===== config.mk =====
export PLATFORM = sky130hd
export DESIGN_NAME = hazard_ctrl
export DESIGN_NICKNAME = d
export VERILOG_FILES = /design/src/rtl/hazard_ctrl.sv
export SDC_FILE = /design/constraint.sdc
export NUM_CORES = 1
export LEC_CHECK = 0
export BUFFER_PORTS_ARGS = -buffer_cell sky130_fd_sc_hd__buf_2
export CAP_MARGIN = 5
export CORE_UTILIZATION = 46
export DETAILED_ROUTE_END_ITERATION = 6
export HOLD_SLACK_MARGIN = 0.15
export PLACE_DENSITY = 0.74
export REMOVE_ABC_BUFFERS = 1
export SYNTH_ARGS = -nofsm -noshare
export SYNTH_HDL_FRONTEND = slang
export SYNTH_SLANG_ARGS = --single-unit

===== constraint.sdc =====
create_clock -name clk -period 2.5 [get_ports clk]
set_clock_uncertainty 0.2 [all_clocks]
set_input_delay 0.375 -clock clk [delete_from_list [all_inputs] [get_ports clk]]
set_output_delay 0.375 -clock clk [all_outputs]
set_load 0.005 [all_outputs]

===== src/rtl/hazard_ctrl.sv =====
// Pipeline hazard controller: per-stage stall/flush, E-stage forwarding selects,
// data-memory wait sequencing with a timeout watchdog and a saturating stall counter.
module hazard_ctrl #(
  parameter int unsigned MAX_WAIT = 255,
  parameter int unsigned CNT_W    = 32
) (
  input  logic             clk,
  input  logic             reset,
  input  logic [4:0]       rs1_D,
  input  logic [4:0]       rs2_D,
  input  logic [4:0]       rs1_E,
  input  logic [4:0]       rs2_E,
  input  logic [4:0]       rd_E,
  input  logic             reg_wr_E,
  input  logic             mem_rd_E,
  input  logic [4:0]       rd_M,
  input  logic             reg_wr_M,
  input  logic [4:0]       rd_W,
  input  logic             reg_wr_W,
  input  logic             br_taken_E,
  input  logic             mem_req_M,
  input  logic             mem_ready,
  output logic             stall_F,
  output logic             stall_D,
  output logic             stall_E,
  output logic             stall_M,
  output logic             flush_D,
  output logic             flush_E,
  output logic             flush_W,
  output logic [1:0]       fwd_a_E,
  output logic [1:0]       fwd_b_E,
  output logic             mem_err,
  output logic [CNT_W-1:0] stall_cycles
);

  typedef enum logic [1:0] {StRun, StWait, StErr} state_e;

  localparam logic [15:0] MaxWait = 16'(MAX_WAIT);

  state_e           state_q, state_d;
  logic [15:0]      wait_cnt_q, wait_cnt_d;
  logic [15:0]      wait_inc;
  logic [CNT_W-1:0] stall_cnt_q, stall_cnt_d;
  logic             memwait;
  logic             loaduse;

  assign memwait = (mem_req_M && !mem_ready) || (state_q == StErr);
  assign loaduse = mem_rd_E && reg_wr_E && (rd_E != 5'd0) &&
                   ((rd_E == rs1_D) || (rd_E == rs2_D));

  // Memory wait wins over branch and load-use; those are re-evaluated once released.
  always_comb begin
    stall_F = 1'b0;
    stall_D = 1'b0;
    stall_E = 1'b0;
    stall_M = 1'b0;
    flush_D = 1'b0;
    flush_E = 1'b0;
    flush_W = 1'b0;
    if (memwait) begin
      stall_F = 1'b1;
      stall_D = 1'b1;
      stall_E = 1'b1;
      stall_M = 1'b1;
      flush_W = 1'b1;
    end else if (br_taken_E) begin
      flush_D = 1'b1;
      flush_E = 1'b1;
    end else if (loaduse) begin
      stall_F = 1'b1;
      stall_D = 1'b1;
      flush_E = 1'b1;
    end
  end

  always_comb begin
    fwd_a_E = 2'b00;
    fwd_b_E = 2'b00;
    if (reg_wr_M && (rd_M != 5'd0) && (rd_M == rs1_E)) begin
      fwd_a_E = 2'b01;
    end else if (reg_wr_W && (rd_W != 5'd0) && (rd_W == rs1_E)) begin
      fwd_a_E = 2'b10;
    end
    if (reg_wr_M && (rd_M != 5'd0) && (rd_M == rs2_E)) begin
      fwd_b_E = 2'b01;
    end else if (reg_wr_W && (rd_W != 5'd0) && (rd_W == rs2_E)) begin
      fwd_b_E = 2'b10;
    end
  end

  assign wait_inc = wait_cnt_q + 16'd1;

  always_comb begin
    state_d    = state_q;
    wait_cnt_d = wait_cnt_q;
    unique case (state_q)
      StRun: begin
        wait_cnt_d = 16'd0;
        if (mem_req_M && !mem_ready) state_d = StWait;
      end
      StWait: begin
        if (mem_ready) begin
          state_d    = StRun;
          wait_cnt_d = 16'd0;
        end else begin
          wait_cnt_d = wait_inc;
          if (wait_inc == MaxWait) state_d = StErr;
        end
      end
      StErr: ;
      default: state_d = StRun;
    endcase
  end

  always_comb begin
    stall_cnt_d = stall_cnt_q;
    if (stall_F && (stall_cnt_q != {CNT_W{1'b1}})) stall_cnt_d = stall_cnt_q + CNT_W'(1);
  end

  always_ff @(posedge clk) begin
    if (reset) begin
      state_q     <= StRun;
      wait_cnt_q  <= 16'd0;
      stall_cnt_q <= '0;
    end else begin
      state_q     <= state_d;
      wait_cnt_q  <= wait_cnt_d;
      stall_cnt_q <= stall_cnt_d;
    end
  end

  assign mem_err      = (state_q == StErr);
  assign stall_cycles = stall_cnt_q;

endmodule


==> impl_metrics.tcl <==
set metrics [dict create \
    num_rows 30 \
    post_cts_buffers 0 \
    seqPwrFrac_pct 51.8 \
    yosysUniqueCellTypes 48 \
    gr-total-overflow 0 \
    fin_crit_sh_pct 95.5 \
    drt_iter0_markers 96 \
    grt_usage_pct 21.9 \
    arrival_ps 2400 \
    grt_pass1_vias 3085 \
    synth-edff-count 0 \
    antenna_left 0 \
    fin_nets 552 \
    wl_um 8090 \
    dp_hpwl_um 5960 \
    cp.required_ps 2510 \
    grt_pass1_wl_um 13400 \
    ys_ff_latch 50 \
    max_freq_mhz 419 \
    slew_violations 0 \
    syn_inst 415 \
    post-route-util_pct 58.8 \
    h-tree-depth 2 \
    clkSinkCount 50 \
    yosysSeqAreaShare_pct 30.7 \
    cpMostUsedCell "nor3_1" \
    clk_path_buf_depth 2 \
    p_comb_share_pct 11.3 \
    clkPwrFrac_pct 36.9 \
    clk_pin_slew_worst_paths_ps 90 \
    syn_to_final_growth_pct 23.3 \
    leakage_uw 0.00155 \
    gp_congestion 0.937 \
    drtPass1Iterations 4 \
    powerDensity_mw_per_mm2 386 \
    die_h_um 86.1 \
    vdd_drop_max_uv 268 \
    syn-mean-instance-area_um2 7.85 \
    hold_viol_final 0 \
    placedInstanceArea_mm2 0.00388 \
    drc 0 \
    switching_share_pct 24.0 \
    critPathMaxStageDelay_ps 510 \
    ios 88 \
    io_buffers 87 \
    path_cells "nand4_1, nor3_1, nand2_1, or4_1, nor3_1, mux2_1" \
    drive_above_1_share_pct 26.5 \
    via_per_inst 5.72 \
    min_from "mem_req_M" \
    power_uw 1550 \
    p_sw_uw 372 \
    synth_ff_type "dfxtp_1" \
    p_int_uw 1180 \
    tightest_slew_ps 664 \
    hp-class "primary input to flop" \
    cts_root_buffer "clkbuf_8" \
    setup-violations-final 0 \
    antennaDiodeCount 0 \
    cp_slowest_cell "or4_1" \
    crit_fanout 5 \
    cts_buffers 5 \
    initial_core_util_pct 47.7 \
    grt_max_degree 27 \
    cap_violations 0 \
    antenna_found_initial 0 \
    worstSetupEndpointType "flop" \
    cts_resized 0 \
    fillers 658 \
    cts_tree "done" \
    coreArea_mm2 0.00683 \
    start_kind "flop" \
    yosys_warnings 0 \
    period_minus_slack_ps 2390 \
    maxSlewHeadroom_pct 55.6 \
    postCtsHoldBufs 0 \
    path_class "flop to flop" \
    critPathLaunch "stall_cycles[20]$_SDFFE_PP0P_" \
    hold_slack_ps 185 \
    final_area_mm2 0.00402 \
    num_vias 3441 \
    status "finished clean" \
    r2r-start "stall_cycles[20]$_SDFFE_PP0P_" \
    die_w_um 86.1 \
    insertion_delay_ps 310 \
    grt_setup_unrepaired "false" \
    synthArstFlopShare_pct 0 \
    die_area_mm2 0.00742 \
    syn_area_mm2 0.00326 \
    wire_per_inst_um 13.4 \
]
## through the flow
step / TNS, ps / std cells / worst slack [ps]
3_5_place_dp: -365 / 594 / -61.8
3_3_place_gp: 0 / 594 / 39.1
2_1_floorplan: -13200 / 386 / -707
5_1_grt: 0 / 602 / 3.33
6_report: 0 / 602 / 112
4_1_cts: 0 / 602 / 119
## sequential cells by signal, summed over array words and instances, names as in the netlist
name          cells
stall_cycles     32
wait_cnt_q       16
state_q           2
## logic make-up after synthesis
logic type / share of synthesized area [%]
AOI/OAI and AO/OA: 20.3
adders and majority gates: 1.15
DFF: 30.7
muxes: 0.346
and+or+nand+nor: 31.6
xor gates and xnor gates: 9.95
buffers and inverters: 5.88
## placed cells by master, fill, tap and decap left out, types with 23 or more instances in the layout
cell and n:
nor2_1 32, buf_4 23, dfxtp_1 50, nand2_1 24, a21oi_1 53, buf_2 87
o31ai_1 24, xor2_1 26, or4_1 30, nand3_1 25
## path summary, 6_finish.rpt
path | cells past startpoint | slack (ps) | end
setup reg to reg | 6 | 110 | stall_cycles[31]$_SDFFE_PP0P_
hold reg to reg | 2 | 300 | stall_cycles[9]$_SDFFE_PP0P_
setup / recovery | 6 | 110 | stall_cycles[31]$_SDFFE_PP0P_
hold / removal | 3 | 180 | state_q[0]$_SDFFE_PP0P_
## final cells by class
cell class,count,area [um2],share of cell area (%)
Clock buffer,7,76.3,1.90
Clock inverter,1,30.0,0.748
Inverter,9,33.8,0.841
Multi-Input combinational cell,327,2110,52.5
Sequential cell,50,1000,24.9
Tap cell,96,120,2.99
Timing Repair Buffer,112,648,16.1
## metal layers
metal	share of wire (%)	global-route usage, %	wire [um]	vias up
li1	-	-	-	1736
met1	44	26.6	3560	1633
met2	51	38.7	4100	59
met3	3.7	3.75	296	13
met4	1.7	8.03	136	0
met5	0	0	0	-
## synthesized netlist by cell type, types with 3 or more instances
master | instances | area, um2
a21oi_1 | 53 | 265
a31oi_1 | 3 | 18.8
and2_1 | 3 | 18.8
buf_2 | 6 | 30.0
buf_4 | 5 | 37.5
buf_6 | 3 | 33.8
clkbuf_1 | 13 | 48.8
dfxtp_1 | 50 | 1000
ha_1 | 3 | 37.5
inv_1 | 9 | 33.8
nand2_1 | 24 | 90.1
nand3_1 | 27 | 135
nand3b_1 | 3 | 22.5
nand4_1 | 9 | 56.3
nor2_1 | 32 | 120
nor3_1 | 6 | 30.0
nor4_1 | 9 | 56.3
o21ai_0 | 18 | 90.1
o31ai_1 | 24 | 180
or3_1 | 10 | 62.6
or4_1 | 30 | 225
xnor2_1 | 11 | 96.3
xor2_1 | 26 | 228
## worst max-delay path: cells and delay by family (launching register included)
family,cells,cell delay (ps)
DFF,1,410
muxes,1,330
and+or+nand+nor,5,1330
## power by group through the flow
| stage | Clock (uW) | Sequential, uW | Combinational [uW] |
|---|---|---|---|
| 6_report | 572 | 803 | 175 |
| 4_1_cts | 587 | 802 | 175 |
| 5_1_grt | 615 | 803 | 192 |
| 2_1_floorplan | 0 | 821 | 74.5 |
| 3_3_place_gp | 0 | 821 | 170 |
| 3_5_place_dp | 0 | 821 | 174 |
(Power assumes the default switching activity.)
